## config.mk

```make
export PLATFORM = sky130hd
export DESIGN_NAME = cpu6_chk_probe_mux
export DESIGN_NICKNAME = d
export VERILOG_FILES = /design/src/rtl/cpu6_chk_probe_mux.sv
export SDC_FILE = /design/constraint.sdc
export NUM_CORES = 1
export LEC_CHECK = 0
export ABC_AREA = 1
export CAP_MARGIN = 40
export CORE_MARGIN = 5
export CORE_UTILIZATION = 31
export DETAILED_ROUTE_END_ITERATION = 12
export PLACE_DENSITY = 0.87
export SLEW_MARGIN = 20
export SYNTH_ARGS = -nofsm -noshare
export SYNTH_HDL_FRONTEND = slang
export SYNTH_SLANG_ARGS = --single-unit
export TNS_END_PERCENT = 50
```

## constraint.sdc

```tcl
create_clock -name vclk -period 0.8
set_input_delay 0.08 -clock vclk [all_inputs]
set_output_delay 0.08 -clock vclk [all_outputs]
set_load 0.03 [all_outputs]
```

## src/rtl/cpu6_chk_probe_mux.sv

```systemverilog
// cpu6_chk_probe_mux: combinational NPROBE:1 selector of XLEN-bit probe words
//   probe  flattened probe words, word k at [k*XLEN +: XLEN]
//   sel    index of the word to forward
//   val    selected word
module cpu6_chk_probe_mux #(
   parameter int XLEN   = 32,
   parameter int NPROBE = 8,
   parameter int SELW   = 3
) (
   input  logic [NPROBE*XLEN-1:0] probe,
   input  logic [SELW-1:0]        sel,
   output logic [XLEN-1:0]        val
);
   assign val = probe[sel*XLEN +: XLEN];
endmodule

```

; After elaboration in Yosys (flattened, before gate mapping)
; Index checks and enable logic that the tools add are counted.
; Widths: inputs -> output; s select.
[word_totals]
regBits = 0
memories = 0
in_bits = 259
ramBits = 0
mem_bits_ro = 0
output_inout_bits = 32
wordCells = 1
latchBits = 0
[classes]
n_bitwise = 0
n_reduce_logical = 0
shift = 1
muxes = 0
eq_ne = 0
n_lt_le_gt_ge = 0
addsub = 0
n_mul = 0
div_mod_pow = 0
[op_table]
columns = operator, count
row1 = $shiftx 256x9->32, 1

; Depth between registers and ports, before layout
; Gate-level depths: netlist of the first run.
[depth]
depth_word = 1
depth_mapped = 8

; Least setup slack after synthesis of the first run
; OpenSTA, ideal clock, no wires.
[synth_timing]
path_kind = in2out
from = input sel[2]
to = output val[12]
arrival_ns = 0.884
path_buffers = 2
path_slack_ns = -0.164
stages = 5
cell_sequence = clkbuf_1 -> inv_1 -> buf_1 -> nand2_1 -> nand2_1
[synth_via]
elab_chain_cells = 1
[synth_rtl]
columns = element, line
row1 = start: declaration, 11  ; input logic [SELW-1:0] sel,
row2 = $shiftx 256x9->32, 14  ; assign val = probe[sel*XLEN +: XLEN];
row3 = end: declaration, 12  ; output logic [XLEN-1:0] val
; No other way between the ends.

; Worst setup path in the final report of the first run
[layout_timing]
from = input sel[0]
to = output val[13]
; The elaborated chain is that of the path after synthesis.

==> run_results.csv, run 1 <==
group,metric,value,unit
timing,post-route-min-period,1210,ps
synth,netlist_instances,851,
timing,worst_pin_slew,314,ps
drt,ant_nets,0,
synth,synth_simple_gate_area_frac,0.632,
final_layout,fin_nets,1403,
placement,dp_cells,1262,
placement,place.port_buffers,291,
die,rows,38,
synth,ys_types,9,
setup_path,crit_arrival,1130,ps
worst_hold_path,hp-start,"probe[100]",
placement,dp_hpwl,12900,um
setup_path,worstPathCellList,"buf_16, clkbuf_16, clkbuf_16, nand2_1, nand3_1, nand2_2, nand2_2, nand2_4, buf_6",
synth,ys_top_cells_by_area,"nand2_1 45%, inv_1 28%, nand3_1 18%",
timing,setup_viol,32,
final_layout,fin_cells,1290,
setup_path,path_class,"primary input to output port",
global_route,antenna_found_initial,6,
final_layout,n_fill_cell,904,
global_route,grt_max_degree,41,
drt,routed_wl,20100,um
final_layout,clock_buffers,0,
die,pin_count,291,
timing,fin_hold_ws,691,ps
final_layout,areaGrowthSynthToFinish,130,%
drt,drcViolationCount,0,
final_layout,design_area,0.00800,sq mm
placement,dpl_worst_slack,-500,ps
die,die_y,116,um
synth,synth_compound_area_frac,0,
die,die_x,116,um
power,power.density,566,mW/mm^2
synth,synthMuxAreaShare,0,
timing,fmax,0.829,GHz
final_layout,final_util,0.732,
timing,slew_headroom,0.791,
final_layout,drive_gt1_frac,0.266,
flow_run,max-cap-violations,0,
worst_hold_path,min_path_cells,8,
synth,synth_most_common_cell,"nand2_1",
synth,yosys.area_share.xor_xnor,0,
synth,yosysSeqAreaShare,0,
synth,synth_top_area_share,0.448,
timing,fin_crit_sh,1.51,
synth,syn_area_per_cell,4.09,sq um
synth,synth_top_family_by_area,"simple AND/OR/NAND/NOR gates",
drt,vias,6159,
die,start_util,0.319,
worst_hold_path,min_path_type,"primary input to output port",
setup_path,crit_path_start_kind,"primary input",
die,die-area,0.0135,sq mm
synth,synth_largest_area_cell,"nand2_1",
setup_path,path_max_fanout,8,
setup_path,cp-end-kind,"output port",
placement,gp_congestion,0.918,
timing,worst_slack,-407,ps
placement,place_area,0.00675,sq mm
timing,rsz0062_at_grt,"yes",
drt,wl_per_cell,15.6,um
die,core,0.0109,sq mm
timing,finalMaxSlewViolations,0,
worst_hold_path,hold_end,"val[4]",
setup_path,critPathRequiredTime,720,ps
outcome,status,"finished with violations",
setup_path,cp_slowest_cell,"clkbuf_16",
synth,syn_area,0.00348,sq mm
final_layout,regArea,0,sq um
global_route,track_usage,0.246,
power,ir_worst_vdd,0.000447,V
final_layout,multi_input_area,0.00307,sq mm
setup_path,max_stage_delay,180,ps
global_route,grt_pass1_wl,26900,um
timing,hold_violations,0,
global_route,grt_pass1_vias,5595,
synth,syn_nets,1110,
power,power.static_leakage,0.00527,uW
global_route,overflow,0,
outcome,failed_checks,"setup timing",
drt,viasPerCell,4.77,
synth,yosys-top-cells-count,"416 x nand2_1, 257 x inv_1, 128 x nand3_1",
final_layout,nFlopsAndLatches,0,
synth,synthAdderAreaFrac,0,
drt,first_pass_iters,5,
drt,drt_iter0_drc,383,
synth,ys_warn_count,0,
## power by group
group          internal (uW)  switching, uW  total [uW]  leakage (uW)
combinational           2220           2310        4530       0.00527
sequential                 0              0           0             0
clock                0.00134              0     0.00134  0.0000000507
total                   2220           2310        4530       0.00527
## worst max-delay path, delay by kind of cell
family        cells  cell delay, ps
buf+inv           4             610
simple gates      5             420
## worst max path at each step
stage | from | endpoint | cells past startpoint
3_3_place_gp | sel[0] | val[27] | 9
3_5_place_dp | sel[2] | val[22] | 6
6_report | sel[0] | val[13] | 9
2_1_floorplan | sel[0] | val[22] | 8
4_1_cts | sel[0] | val[5] | 9
5_1_grt | sel[0] | val[13] | 9
## kinds of logic after synthesis
group | after synthesis
AND/OR/NAND/NOR | 544
buffers and inverters | 307
## cell usage in the layout, fill, tap and decap left out, types with 11 or more instances in the layout
cell type        netlist  final
inv_1                257    251
nand2_1              416    250
dlygate4sd2_1          0    199
nand2_2                0    125
nand3_1              128     80
nand3_2                0     47
nand2_4                0     41
buf_6                 11     40
dlymetal6s2s_1         0     38
clkdlybuf4s50_1        0     20
buf_12                 0     13
buf_16                 0     11
## metal layers
metal,up-vias,global-route usage,wire length [um]
li1,2978,-,-
met1,2754,0.272,6770
met2,335,0.456,10300
met3,92,0.0512,1950
met4,0,0.0998,1080
met5,-,0,0
## what timing repair did
action	4_1_cts	5_1_grt
endpoints found under the setup margin	32	32
buffers inserted	3	0
pin swaps	185	95
resized for setup	352	157
hold buffers	0	0
cloned	9	8
## through the flow
stage	TNS (ps)	total power (uW)
after global routing	-11360	4870
final	-9990	4530
after global placement	-14280	3810
after CTS	-9020	4120
after floorplan	-177	2000
after detailed placement	-14870	3850
## final cells by class
type | count | share of cell area
Antenna cell | 8 | 0.00250
Inverter | 259 | 0.126
Multi-Input combinational cell | 544 | 0.384
Tap cell | 140 | 0.0219
Timing Repair Buffer | 338 | 0.464
Timing Repair inverter | 1 | 0.00203
Power figures use the tool's default switching activity.
==> run 2, diff against run 1 <==
--- a/config.mk
+++ b/config.mk
@@ -7,10 +7,10 @@
 export LEC_CHECK = 0
 export ABC_AREA = 1
 export CAP_MARGIN = 40
-export CORE_MARGIN = 5
-export CORE_UTILIZATION = 31
+export CORE_AREA = 2 2 113 115
 export DETAILED_ROUTE_END_ITERATION = 12
-export PLACE_DENSITY = 0.87
+export DIE_AREA = 0 0 115 117
+export PLACE_DENSITY = 0.81
 export SLEW_MARGIN = 20
 export SYNTH_ARGS = -nofsm -noshare
 export SYNTH_HDL_FRONTEND = slang
==> constraint.sdc (replaced) <==
create_clock -name vclk -period 1
set_input_delay 0.1 -clock vclk [all_inputs]
set_output_delay 0.1 -clock vclk [all_outputs]
set_load 0.03 [all_outputs]
==> run_results.csv, run 2 (synthesized netlist as in run 1, its figures left out) <==
group,metric,value,unit
drt,drt_iter0_drc,310,
setup_path,cp_num_buf_inv,5,
placement,dp_cells,1275,
timing,post-route-min-period,1250,ps
setup_path,cp_top_family,"buffers and inverters",
drt,routed_wl,16800,um
placement,gp_congestion,0.859,
power,power.static_leakage,0.00502,uW
final_layout,fin_cells,1290,
worst_hold_path,min_path_cells,8,
global_route,overflow,0,
power,ir_worst_vdd,0.000231,V
final_layout,mostFrequentLayoutCells,"372 x nand2_1, 255 x inv_1, 127 x clkdlybuf4s50_1",
drt,vias,5777,
final_layout,design_area,0.00736,sq mm
timing,fin_hold_ws,714,ps
timing,slew_headroom,0.852,
timing,finalMaxSlewViolations,0,
power,power.density,440,mW/mm^2
die,core,0.0123,sq mm
drt,viasPerCell,4.48,
setup_path,cp_common_cell,"buf_12",
final_layout,drive_gt1_frac,0.139,
worst_hold_path,hp-start,"probe[127]",
setup_path,crit_arrival,1150,ps
placement,dp_hpwl,11800,um
global_route,grt_max_degree,34,
worst_hold_path,min_path_type,"primary input to output port",
die,pin_count,291,
setup_path,crit_path_start_kind,"primary input",
final_layout,fin_nets,1399,
timing,worst_pin_slew,222,ps
outcome,failed_checks,"setup timing",
die,die-area,0.0135,sq mm
setup_path,cp_slowest_cell,"buf_12",
final_layout,clock_buffers,0,
final_layout,areaGrowthSynthToFinish,111,%
die,die_y,117,um
timing,fmax,0.800,GHz
drt,first_pass_iters,5,
final_layout,regArea,0,sq um
global_route,track_usage,0.222,
timing,setup_viol,32,
global_route,grt_pass1_wl,24500,um
setup_path,critPathRequiredTime,900,ps
timing,rsz0062_at_grt,"yes",
timing,setup_tns,-5210,ps
final_layout,final_common_cell,"nand2_1",
setup_path,path_max_fanout,8,
setup_path,path_class,"primary input to output port",
timing,hold_violations,0,
die,start_util,0.283,
die,die_x,115,um
drt,wl_per_cell,13.0,um
flow_run,max-cap-violations,0,
worst_hold_path,hold_end,"val[31]",
drt,drcViolationCount,0,
timing,fin_crit_sh,1.25,
placement,place_area,0.00657,sq mm
die,rows,41,
global_route,antenna_found_initial,2,
outcome,status,"finished with violations",
placement,place.port_buffers,291,
timing,worst_slack,-251,ps
setup_path,max_stage_delay,150,ps
global_route,grt_pass1_vias,5287,
setup_path,cp-end-kind,"output port",
drt,ant_nets,0,
clock_network,cts_hold_buf,0,
final_layout,nFlopsAndLatches,0,
setup_path,worstPathCellList,"buf_12, buf_12, buf_12, buf_6, nand2_2, nand3_2, nand2_2, nand2_1, nand2_1, buf_6",
run 2: changes by cell type in the layout (fill, tap and decap cells not counted), sizes merged:
cell	change
buf	+2
bufbuf	+2
clkbuf	-6
clkdlybuf4s50	+107
clkinv	-1
diode	-6
dlygate4sd2	-124
dlymetal6s2s	+16
run 2: what timing repair did:
item	in CTS	in global routing
endpoints found under the setup margin	32	32
gates cloned	5	2
setup buffers	6	0
resized for setup	145	126
pin swaps	92	82
run 2: metal layers:
layer	wire, um	part of all wire	GRT usage	up-vias
met5	0	0	0	-
met4	447	0.027	0.0474	0
met3	1440	0.086	0.0396	35
met2	8490	0.50	0.421	263
met1	6440	0.38	0.260	2516
li1	-	-	-	2963
run 2: worst max path at each step:
stage                     from      end  slack [ps]  depth (start not counted)
floorplan               sel[1]  val[10]          -2                          6
global placement    probe[230]   val[6]        -290                          8
detailed placement  probe[198]   val[6]        -280                          8
CTS                     sel[0]  val[19]        -200                         10
global route            sel[0]  val[14]        -300                         10
finish                  sel[0]  val[14]        -250                         10
run 2: layout make-up:
class	instances	area [sq um]
tap	150	188
antenna	2	5.00
timing repair buffer	335	3680
fill	1187	4950
multi-input combinational	544	2500
inverter	259	990
run 2: per-stage QoR:
stage / power [uW] / utilization / setup WS [ps]
2_1_floorplan: 1380 / - / -2.21
3_3_place_gp: 2910 / 0.533 / -294
3_5_place_dp: 2930 / 0.533 / -278
4_1_cts: 3120 / 0.563 / -203
5_1_grt: 3540 / 0.598 / -298
6_report: 3240 / 0.598 / -251
run 2: report_power, final:
group	leakage [uW]	internal (uW)	switching (uW)	total (uW)
clock network	0.0000000127	0.000267	0	0.000267
logic	0.00502	1710	1530	3240
registers	0	0	0	0
==> run 3, diff against run 2 <==
--- a/config.mk
+++ b/config.mk
@@ -10,7 +10,7 @@
 export CORE_AREA = 2 2 113 115
 export DETAILED_ROUTE_END_ITERATION = 12
 export DIE_AREA = 0 0 115 117
-export PLACE_DENSITY = 0.81
+export PLACE_DENSITY = 0.75
 export SLEW_MARGIN = 20
 export SYNTH_ARGS = -nofsm -noshare
 export SYNTH_HDL_FRONTEND = slang
==> run_results.csv, run 3 (synthesized netlist as in run 1, its figures left out) <==
group,metric,value,unit
drt,drt_iter0_drc,348,
power,ir_worst_vdd,0.000332,V
timing,post-route-min-period,1220,ps
worst_hold_path,min_path_type,"primary input to output port",
global_route,overflow,0,
drt,wl_per_cell,13.3,um
global_route,grt_pass1_wl,23700,um
die,die_y,117,um
setup_path,critPathRequiredTime,900,ps
outcome,failed_checks,"setup timing",
setup_path,worstPathCellList,"buf_12, clkinv_16, buf_12, clkbuf_16, nand2_2, nand3_2, nand2_1, nand2_1, nand2_1, buf_6",
global_route,grt_pass1_vias,5085,
power,power_frac_seq,0,
placement,place.port_buffers,291,
setup_path,path_class,"primary input to output port",
timing,worst_slack,-220,ps
final_layout,areaGrowthSynthToFinish,114,%
timing,fin_hold_ws,729,ps
power,intPower,1710,uW
final_layout,fin_nets,1399,
final_layout,n_fill_cell,1181,
timing,slew_headroom,0.806,
timing,setup_viol,32,
drt,ant_nets,0,
timing,setup_tns,-4190,ps
flow_run,max-cap-violations,0,
setup_path,cp_slowest_cell,"clkbuf_16",
drt,routed_wl,17100,um
final_layout,regArea,0,sq um
final_layout,antenna-diode-count,0,
setup_path,crit_arrival,1120,ps
drt,viasPerCell,4.45,
timing,rsz0062_at_grt,"yes",
timing,worst_pin_slew,291,ps
timing,fin_crit_sh,1.22,
die,pin_count,291,
power,p_comb_frac,1.000,
worst_hold_path,min_path_cells,8,
setup_path,cp_num_buf_inv,5,
die,die-area,0.0135,sq mm
placement,gp_congestion,0.889,
placement,dp_hpwl,11800,um
final_layout,drive_gt1_frac,0.147,
die,rows,41,
global_route,grt_max_degree,69,
timing,finalMaxSlewViolations,0,
power,power.static_leakage,0.00516,uW
die,core,0.0123,sq mm
final_layout,clock_buffers,0,
global_route,track_usage,0.216,
drt,drcViolationCount,0,
final_layout,final_common_cell,"nand2_1",
setup_path,cp_top_family,"buffers and inverters",
power,swShare,0.474,
setup_path,cp-end-kind,"output port",
die,start_util,0.283,
final_layout,mostFrequentLayoutCells,"372 x nand2_1, 252 x inv_1, 97 x clkdlybuf4s50_1, 97 x dlygate4sd2_1, 91 x nand3_1",
die,die_x,115,um
drt,first_pass_iters,4,
final_layout,nFlopsAndLatches,0,
setup_path,cp_common_cell,"nand2_1",
power,power.net_switching,1540,uW
power,power.density,435,mW/mm^2
outcome,status,"finished with violations",
setup_path,crit_cells,10,
setup_path,max_stage_delay,170,ps
drt,vias,5733,
timing,hold_violations,0,
setup_path,path_max_fanout,6,
power,p_clk_frac,0,
timing,fmax,0.819,GHz
setup_path,crit_path_start_kind,"primary input",
global_route,antenna_found_initial,0,
run 3: power groups by stage:
stage | Clock [uW] | Sequential, uW | Combinational, uW
after detailed placement | 0 | 0 | 2920
after global placement | 0 | 0 | 2900
after floorplan | 0 | 0 | 1380
final | 0 | 0 | 3250
after global routing | 0 | 0 | 3530
after CTS | 0 | 0 | 3090
run 3: layout make-up:
type | count | area [sq um] | area share
Tap cell | 150 | 188 | 0.0251
Timing Repair Buffer | 335 | 3760 | 0.503
Multi-Input combinational cell | 544 | 2520 | 0.337
Inverter | 259 | 1010 | 0.135
run 3: what timing repair did:
action	in CTS	in global routing
endpoints found under the hold margin	0	0
gates resized for setup	176	140
buffers inserted	3	1
pin swaps	103	80
hold buffers	0	0
endpoints found under the setup margin	32	32
cloned	5	6
run 3: metal layers:
| metal | wire, um | global-route usage | share of wire |
|---|---|---|---|
| met1 | 6830 | 0.253 | 0.40 |
| met2 | 8660 | 0.418 | 0.51 |
| met3 | 1240 | 0.0309 | 0.072 |
| met4 | 357 | 0.0402 | 0.021 |
| met5 | 0 | 0 | 0 |
run 3: final timing paths:
kind | slack [ps] | end | from
min | 730 | val[2] | probe[162]
max | -220 | val[27] | sel[0]
run 3: tightest hold or removal path, stage by stage:
cell and delay, ps:
dlymetal6s2s_1 80, inv_1 40, nand2_1 50, nand3_1 60
nand2_1 60, nand2_1 50, nand2_2 60, buf_6 120
run 3: metrics by stage:
| stage | cells | area, sq um | utilization | setup slack [ps] | total power, uW |
|---|---|---|---|---|---|
| 4_1_cts | 1281 | 6910 | 0.562 | -162 | 3090 |
| 6_report | 1288 | 7470 | 0.607 | -220 | 3250 |
| 5_1_grt | 1288 | 7470 | 0.607 | -272 | 3530 |
| 2_1_floorplan | 851 | 3490 | - | -2.21 | 1380 |
| 3_5_place_dp | 1273 | 6570 | 0.534 | -298 | 2920 |
| 3_3_place_gp | 1273 | 6570 | 0.534 | -267 | 2900 |
